<file path="src/rtl/miner_pkg.sv">
// Shared types and default sizes for the miner datapath blocks.
package miner_pkg;

    localparam int WORD_W    = 32;
    localparam int NUM_WORDS = 8;
    localparam int NONCE_W   = 32;

    typedef logic [WORD_W-1:0] word_t;

    typedef enum logic [2:0] {
        IDLE,
        START,
        WAIT_SHA,
        COMPARE,
        REPORT
    } hv_state_t;

endpackage

</file>
<file path="src/rtl/hash_validator_if.sv">
// Handshake bundle between the mining controller, SHA core and hash_validator.
interface hash_validator_if #(
    parameter int NONCE_W = miner_pkg::NONCE_W,
    parameter int HASH_W  = miner_pkg::WORD_W * miner_pkg::NUM_WORDS
);
    logic              newTarget;
    logic [HASH_W-1:0] target_in;
    logic              newMsg;
    logic              beginSHA;
    logic              increment;
    logic              sha_start;
    logic              sha_done;
    logic [HASH_W-1:0] digest;
    logic              complete;
    logic              valid;
    logic              finishedValidating;
    logic              overflow;
    logic [NONCE_W-1:0] nonce;

    modport master (
        output newTarget, target_in, newMsg, beginSHA, increment, sha_done, digest,
        input  sha_start, complete, valid, finishedValidating, overflow, nonce
    );

    modport slave (
        input  newTarget, target_in, newMsg, beginSHA, increment, sha_done, digest,
        output sha_start, complete, valid, finishedValidating, overflow, nonce
    );
endinterface

</file>
<file path="src/rtl/nonce_counter.sv">
// Nonce register: clear-to-zero, saturating increment, all-ones overflow flag.
module nonce_counter #(
    parameter int NONCE_W = miner_pkg::NONCE_W
) (
    input  logic               clk,
    input  logic               n_rst,
    input  logic               clear,
    input  logic               increment,
    output logic [NONCE_W-1:0] nonce,
    output logic               overflow
);
    logic [NONCE_W-1:0] count;

    // Clear has priority; once saturated the count holds at all ones.
    always_ff @(posedge clk or negedge n_rst) begin
        if (!n_rst) begin
            count <= '0;
        end else if (clear) begin
            count <= '0;
        end else if (increment && !(&count)) begin
            count <= count + NONCE_W'(1);
        end
    end

    assign nonce    = count;
    assign overflow = &count;
endmodule

</file>
<file path="src/rtl/hash_validator.sv">
// Launches the SHA core, captures its digest and compares it MSW-first against the target.
module hash_validator #(
    parameter int WORD_W    = miner_pkg::WORD_W,
    parameter int NUM_WORDS = miner_pkg::NUM_WORDS,
    parameter int NONCE_W   = miner_pkg::NONCE_W
) (
    input logic             clk,
    input logic             n_rst,
    hash_validator_if.slave bus
);
    import miner_pkg::*;

    localparam int HASH_W = WORD_W * NUM_WORDS;
    localparam int IDX_W  = (NUM_WORDS > 1) ? $clog2(NUM_WORDS) : 1;
    localparam logic [IDX_W-1:0] LAST_IDX = IDX_W'(NUM_WORDS - 1);

    hv_state_t          state, state_nxt;
    logic [IDX_W-1:0]   idx, idx_nxt;
    logic [HASH_W-1:0]  target_q, digest_q;
    logic [WORD_W-1:0]  dig_word, tgt_word;
    logic               start_nxt, complete_nxt, valid_nxt, fin_nxt;
    logic               sha_start_q, complete_q, valid_q, fin_q;

    // Word i counts from the most significant end of the big-endian vector.
    function automatic logic [WORD_W-1:0] word_sel(input logic [HASH_W-1:0] vec,
                                                   input logic [IDX_W-1:0]  i);
        int sh;
        sh = (NUM_WORDS - 1 - int'(i)) * WORD_W;
        return WORD_W'(vec >> sh);
    endfunction

    always_ff @(posedge clk or negedge n_rst) begin
        if (!n_rst) begin
            state       <= IDLE;
            idx         <= '0;
            sha_start_q <= 1'b0;
            complete_q  <= 1'b0;
            valid_q     <= 1'b0;
            fin_q       <= 1'b0;
        end else begin
            state       <= state_nxt;
            idx         <= idx_nxt;
            sha_start_q <= start_nxt;
            complete_q  <= complete_nxt;
            valid_q     <= valid_nxt;
            fin_q       <= fin_nxt;
        end
    end

    always_comb begin
        state_nxt    = state;
        idx_nxt      = idx;
        start_nxt    = 1'b0;
        complete_nxt = 1'b0;
        valid_nxt    = 1'b0;
        fin_nxt      = 1'b0;
        dig_word     = word_sel(digest_q, idx);
        tgt_word     = word_sel(target_q, idx);
        case (state)
            IDLE: begin
                if (bus.beginSHA) begin
                    state_nxt = START;
                    start_nxt = 1'b1;
                end
            end
            START: state_nxt = WAIT_SHA;
            WAIT_SHA: begin
                if (bus.sha_done) begin
                    state_nxt    = COMPARE;
                    idx_nxt      = '0;
                    complete_nxt = 1'b1;
                end
            end
            COMPARE: begin
                // A digest equal to the target in every word is not a win.
                if (dig_word < tgt_word) begin
                    state_nxt = REPORT;
                    valid_nxt = 1'b1;
                end else if (dig_word > tgt_word || idx == LAST_IDX) begin
                    state_nxt = REPORT;
                    fin_nxt   = 1'b1;
                end else begin
                    idx_nxt = idx + IDX_W'(1);
                end
            end
            REPORT:  state_nxt = IDLE;
            default: state_nxt = IDLE;
        endcase
    end

    // Target only changes between attempts; the digest only on a live done strobe.
    always_ff @(posedge clk or negedge n_rst) begin
        if (!n_rst) begin
            target_q <= '0;
            digest_q <= '0;
        end else begin
            if (state == IDLE && bus.newTarget) target_q <= bus.target_in;
            if (state == WAIT_SHA && bus.sha_done) digest_q <= bus.digest;
        end
    end

    nonce_counter #(.NONCE_W(NONCE_W)) u_nonce (
        .clk       (clk),
        .n_rst     (n_rst),
        .clear     (bus.newMsg),
        .increment (bus.increment),
        .nonce     (bus.nonce),
        .overflow  (bus.overflow)
    );

    assign bus.sha_start          = sha_start_q;
    assign bus.complete           = complete_q;
    assign bus.valid              = valid_q;
    assign bus.finishedValidating = fin_q;
endmodule

</file>
<file path="src/flat_wrapper.sv">
// flat-port wrapper written by rule: the top's interface ports become plain ports
module hash_validator_flat import miner_pkg::*;
#(
    parameter int WORD_W    = miner_pkg::WORD_W,
    parameter int NUM_WORDS = miner_pkg::NUM_WORDS,
    parameter int NONCE_W   = miner_pkg::NONCE_W
)
  (clk, n_rst, bus_newTarget, bus_target_in, bus_newMsg, bus_beginSHA, bus_increment, bus_sha_done, bus_digest, bus_sha_start, bus_complete, bus_valid, bus_finishedValidating, bus_overflow, bus_nonce);
  hash_validator_if #(.NONCE_W(NONCE_W), .HASH_W(256)) bus_i ();
  input logic clk;
  input logic n_rst;
  input wire logic [$bits(bus_i.newTarget)-1:0] bus_newTarget;
  input wire logic [$bits(bus_i.target_in)-1:0] bus_target_in;
  input wire logic [$bits(bus_i.newMsg)-1:0] bus_newMsg;
  input wire logic [$bits(bus_i.beginSHA)-1:0] bus_beginSHA;
  input wire logic [$bits(bus_i.increment)-1:0] bus_increment;
  input wire logic [$bits(bus_i.sha_done)-1:0] bus_sha_done;
  input wire logic [$bits(bus_i.digest)-1:0] bus_digest;
  output wire logic [$bits(bus_i.sha_start)-1:0] bus_sha_start;
  output wire logic [$bits(bus_i.complete)-1:0] bus_complete;
  output wire logic [$bits(bus_i.valid)-1:0] bus_valid;
  output wire logic [$bits(bus_i.finishedValidating)-1:0] bus_finishedValidating;
  output wire logic [$bits(bus_i.overflow)-1:0] bus_overflow;
  output wire logic [$bits(bus_i.nonce)-1:0] bus_nonce;
  assign bus_i.newTarget = bus_newTarget;
  assign bus_i.target_in = bus_target_in;
  assign bus_i.newMsg = bus_newMsg;
  assign bus_i.beginSHA = bus_beginSHA;
  assign bus_i.increment = bus_increment;
  assign bus_i.sha_done = bus_sha_done;
  assign bus_i.digest = bus_digest;
  assign bus_sha_start = bus_i.sha_start;
  assign bus_complete = bus_i.complete;
  assign bus_valid = bus_i.valid;
  assign bus_finishedValidating = bus_i.finishedValidating;
  assign bus_overflow = bus_i.overflow;
  assign bus_nonce = bus_i.nonce;
  hash_validator #(.WORD_W(WORD_W), .NUM_WORDS(NUM_WORDS), .NONCE_W(NONCE_W)) u_core (.clk(clk), .n_rst(n_rst), .bus(bus_i));
endmodule
</file>
<file path="config.mk">
export PLATFORM = sky130hd
export DESIGN_NAME = hash_validator_flat
export DESIGN_NICKNAME = d
export VERILOG_FILES = /design/src/rtl/miner_pkg.sv /design/src/rtl/hash_validator_if.sv /design/src/rtl/nonce_counter.sv /design/src/rtl/hash_validator.sv /design/src/flat_wrapper.sv
export SDC_FILE = /design/constraint.sdc
export NUM_CORES = 1
export LEC_CHECK = 0
export ABC_CLOCK_PERIOD_IN_PS = 4500
export CORE_ASPECT_RATIO = 0.9
export CORE_MARGIN = 3
export CORE_UTILIZATION = 51
export DETAILED_ROUTE_END_ITERATION = 10
export MAX_ROUTING_LAYER = met4
export PLACE_DENSITY = 0.77
export REMOVE_ABC_BUFFERS = 1
export SLEW_MARGIN = 20
export SYNTH_ARGS = -nofsm -noshare
export SYNTH_HDL_FRONTEND = slang
export SYNTH_SLANG_ARGS = --single-unit
</file>
<file path="constraint.sdc">
create_clock -name clk -period 4.5 [get_ports clk]
set_input_delay 0.9 -clock clk [delete_from_list [all_inputs] [get_ports clk]]
set_output_delay 0.9 -clock clk [all_outputs]
set_load 0.05 [all_outputs]
</file>
---- Yosys cells after proc, flatten, opt, wreduce, memory -nomap -nowiden ----
Index checks and enable logic that the tools add are counted.
storage, ports and cells
  bits in registers ....................... 554
  input port bits ......................... 519
  output and inout port bits .............. 37
  word-level logic and storage cells ...... 56
cells by class
  $add $sub $neg .......................... 3
  order comparisons ....................... 2
  equality and inequality tests ........... 9
  shift operators ......................... 2
  muxes and demuxes ....................... 20
  reduce and logical (&&, ||, !) cells .... 11
operators with widths
  operator                 number
  $shr A256 B32 Y32        2
  $mux W32                 2
  $add A32 B1 Y32 const B  1
  $gt A32 B32 Y1           1
  $lt A32 B32 Y1           1
  $reduce_and A32 Y1       1
  $mux W3                  7
  $pmux W3 S4              1
  $mux W1                  9
  $ne A2 B2 Y1 const B     4
  $eq A3 B2 Y1 const B     2
  $pmux W3 S2              1
  $reduce_and A4 Y1        1
  $reduce_bool A2 Y1       2
  $sub A3 B3 Y4 const A    1
  $add A3 B1 Y3 const B    1
  $eq A3 B1 Y1 const B     1
  $eq A3 B3 Y1 const B     1
  $logic_and A1 B1 Y1      3
  $logic_not A3 Y1         1
  $ne A3 B1 Y1 const B     1
  $reduce_and A3 Y1        1
  $logic_not A1 Y1         1
  $logic_or A1 B1 Y1       1

---- Depth between registers and ports, before layout ----
  depth in word-level cells ............... 7
  depth in mapped cells ................... 12
  gate-level depth less buffers ........... 9

---- Cells and area by module ----
From an unflattened synthesis, not the netlist that was laid out.
unflattened totals
  cells, all modules ...................... 1618
  area total of the unflattened synthesis .. 25579.5 um^2
modules (own cells, without submodules)
  module          times used  cells an instance  area each (um^2)  seq. area each (um^2)
  hash_validator  1           1428               23765.3           13062.5
  nonce_counter   1           190                1814.2            800.8

---- Least setup slack after synthesis ----
No wires, ideal clock.
  path kind ............................... register to register
  start point ............................. register u_core.idx[0]
  end point ............................... register u_core.idx[1]
  library setup time ...................... 0.080 ns
  arrival time ............................ 3.561 ns
  data required time ...................... 4.420 ns
  slack ................................... 0.858 ns
  stages on the path, launching flop included .. 12
  buffers on the path ..................... 2
  clock period less this slack ............ 3.642 ns
  cells stage by stage .................... dfrtp_1 clkbuf_1 clkbuf_1 mux4_2 mux2_2 ha_1 a41o_1 a21oi_1 nor3_1 or4b_1 o2111ai_1 mux2i_1
on the way
  word-level cells in the longest chain between the ends .. 6
  elaborated cells on any way between the ends .. 14
  those cells by class .................... add/sub (2); order compare (2); eq/ne (3); shift (2); mux (3); reduce/logical (2)
RTL lines
  item                                line                  source
  from (decl)                         hash_validator.sv:18  logic [IDX_W-1:0] idx, idx_nxt;
  from (signal assigned)              hash_validator.sv:42  idx <= idx_nxt;
  $sub A3 B3 Y4                       hash_validator.sv:28  sh = (NUM_WORDS - 1 - int'(i)) * WORD_W;
  $shr A256 B32 Y32                   hash_validator.sv:29  return WORD_W'(vec >> sh);
  $gt A32 B32 Y1                      hash_validator.sv:79  end else if (dig_word > tgt_word || idx == LAST_IDX) begin
  $logic_or A1 B1 Y1                  hash_validator.sv:79
  $ne A2 B2 Y1 (no source line)       n/a
  $reduce_and A4 Y1 (no source line)  n/a
Parallel ways exist; a longest one is shown, timed or not. The select of a mux whose other input is x is not followed.
A chain may end at the register's enable or synchronous reset.

---- Worst setup path after layout ----
  start point ............................. register u_core.idx[0]
  end point ............................... register u_core.idx[2]
The elaborated chain is that of the path after synthesis.

==> impl_metrics.toml <==
[place]
io_buffers = 555
place_area_um2 = 31870
dp_hpwl_um = 52000
dp_cells = 3292
place_congestion = 0.8881

[setup_path]
cp_max_fo = 17
required_ns = 5.02
r2r-end = "u_core.idx[2]"
crit_path_start = "u_core.idx[0]"
reg2reg_depth = 10
start_kind = "flop"
endpoint_kind = "flop"
rr_startpoint = "u_core.idx[0]"
crit_path_end = "u_core.idx[2]"
worstPathArrival_ns = 4.57
path_class = "reg2reg"
reg2reg_slack_ns = 0.44

[yosys]
ys_ff_latch = 554
ys.flop_type = "dfrtp_1"
yosysTopAreaCell = "dfrtp_1"
avgSynthCellArea_um2 = 11.82
yosys_warnings = 0
synth_edf_count = 0
synth.area.top_cells = "dfrtp_1 (54%), mux2_2 (13%), nand2_1 (12%)"
yosysTopAreaCellShare_pct = 54.40
yosys-top-cells-count = "nand2_1 (793), dfrtp_1 (554), mux2_2 (288), mux4_2 (128), clkbuf_1 (87)"
netlist_instances = 2156
synth_most_common_cell = "nand2_1"
synth-async-reset-ratio_pct = 100.0
yosys.cell_types.count = 44
netlist_area_um2 = 25480
yosysSeqAreaShare_pct = 54.40

[route]
top_layer_used = "met4"
drc = 0
wl_met3_um = 4794
drt_wl_total_um = 72230
wl_met2_um = 35170
ant_nets = 0
post_drt_wl_per_cell_um = 21.20
wl_met1_um = 29320
vias = 18712
first_pass_iters = 5
drtIter0Drc = 1364
viasPerCell = 5.492

[global_routing]
antenna_found_initial = 10
globalRouteOverflowTotal = 0
grt_use_total_pct = 28.32
grt_pass1_wl_um = 112600
grt_start_max_net_pins = 162
grt_pass1_vias = 20002

[timing]
period_share_pct = 90.17
worstMarginPinSlew_ns = 0.9893
slew-limit-headroom_pct = 34.05
finalHoldViolations = 0
min_period_ns = 4.058
rsz0062_at_grt = "false"
setup_viol = 0
fmax_mhz = 246.4
fin_worst_skew_ns = 0.01400
drv_slew = 0

[floorplanning]
io_pins = 556
die_h_um = 218.1
dieArea_um2 = 52690
core_area_um2 = 49230
num_rows = 77
die_width_um = 241.6
start_util_pct = 51.76

[clock_network]
path_clk_slew_ns = 0.06
h-tree-depth = 2
cts_made_buffers = 56
cts_hold_buffers = 0
post_cts.repair.setup_buffers = 0
cts-root-buf = "clkbuf_16"
cts_tree = "built"
cts_resized = 0
insertion_delay_ns = 0.60
clockBufferDepth = 3
clkSinkCount = 554

[pwr]
leakage_nw = 14.82
ir_drop_mv = 0.5161
p_total_mw = 20.87
power_density_nw_per_um2 = 616.3

[cells_and_area]
drive_gt1_share_pct = 20.62
fin_cells = 3407
postLayoutCellArea_um2 = 33860
syn2layout_area_growth_pct = 32.88
nets = 3233
final_util_pct = 68.78

[min_path]
hp-class = "in2async"

[flow_run]
maxCapViolCount = 0

[run_status]
status = "complete, no violations"
==> where the power goes <==
group          switching [mW]  internal (mW)
sequential               1.34           7.31
combinational            3.30           3.97
clock                    2.00           2.94
==> flip-flops by register name, indices dropped and copies added, names as in the netlist <==
signal	count
u_core.digest_q	256
u_core.target_q	256
u_core.u_nonce.nonce	32
u_core.idx	3
u_core.state	3
u_core.bus.complete	1
u_core.bus.finishedValidating	1
u_core.bus.sha_start	1
u_core.bus.valid	1
==> cell type report <==
type | count | area (µm²)
Tap cell | 671 | 839.6
Timing Repair Buffer | 592 | 6021
Clock buffer | 78 | 1635
Multi-Input combinational cell | 1471 | 11100
Inverter | 4 | 22.52
Sequential cell | 554 | 13870
Fill cell | 3504 | 15370
Clock inverter | 26 | 337.8
Antenna cell | 11 | 27.53
==> cells in the final DEF (no fill, tap or decap), drive strengths merged, types with 2 or more instances in the layout <==
master         Yosys  layout
nor3              13      13
clkdlybuf4s50      0     553
mux2             288     288
o21bai             2       2
nor2              33      33
and4               4       4
and3               7       7
nand2            793     793
buf               40      39
nor4               3       3
mux2i             35      35
nand3             23      23
o21ai             10      10
diode              0      11
nand4             18      18
clkinv             1      12
mux4             128     128
xor2              19      19
inv                3       8
dfrtp            554     554
xnor2              8       8
ha                35      35
bufinv             0       7
a21oi             21      21
nor2b              2       2
a21o               2       2
nor4b              2       2
and2               6       6
clkinvlp           0       3
or3                5       5
clkbuf            87      78
==> per-stage QoR <==
stage	setup slack (ns)	TNS [ns]	hold WS [ns]
finish	0.4422	0	0.4222
global placement	0.5777	0	0.4526
global route	0.1796	0	0.4731
detailed placement	0.4384	0	0.4587
CTS	0.4248	0	0.4282
floorplan	-24.94	-8390.31	0.4403
==> layer usage <==
metal / vias up / global-route usage, %
met2: 723 / 44.40
met5: - / -
li1: 8443 / -
met4: 0 / 11.95
met3: 160 / 5.323
met1: 9386 / 36.66
==> cell families after synthesis <==
family,share of synthesized area (%)
flip-flops,54.40
adder cells (fa/ha/maj),1.718
multiplexers,25.41
AO/OA/AOI/OAI,1.267
XOR/XNOR,0.9280
AND/OR/NAND/NOR,14.17
buffers and inverters,2.096
==> worst min-delay path by stage <==
| stage | cells after the start | startpoint | end |
|---|---|---|---|
| 2_1_floorplan | 2 | u_core.digest_q[160] | u_core.digest_q[160] |
| 3_3_place_gp | 2 | u_core.digest_q[194] | u_core.digest_q[194] |
| 3_5_place_dp | 2 | u_core.digest_q[62] | u_core.digest_q[62] |
| 4_1_cts | 1 | n_rst | u_core.target_q[209] |
| 5_1_grt | 1 | n_rst | u_core.target_q[209] |
| 6_report | 1 | n_rst | u_core.target_q[209] |
==> critical path, stage by stage (launching register included) <==
cell       delay (ns)
dfrtp_4          0.69
buf_4            0.32
mux4_2           0.53
mux2_2           0.27
ha_1             0.33
a21oi_1          0.20
o21ai_0          0.23
a221oi_1         0.32
o21ai_0          0.37
o2111ai_1        0.45
mux2i_1          0.25
(Power assumes the default switching activity.)
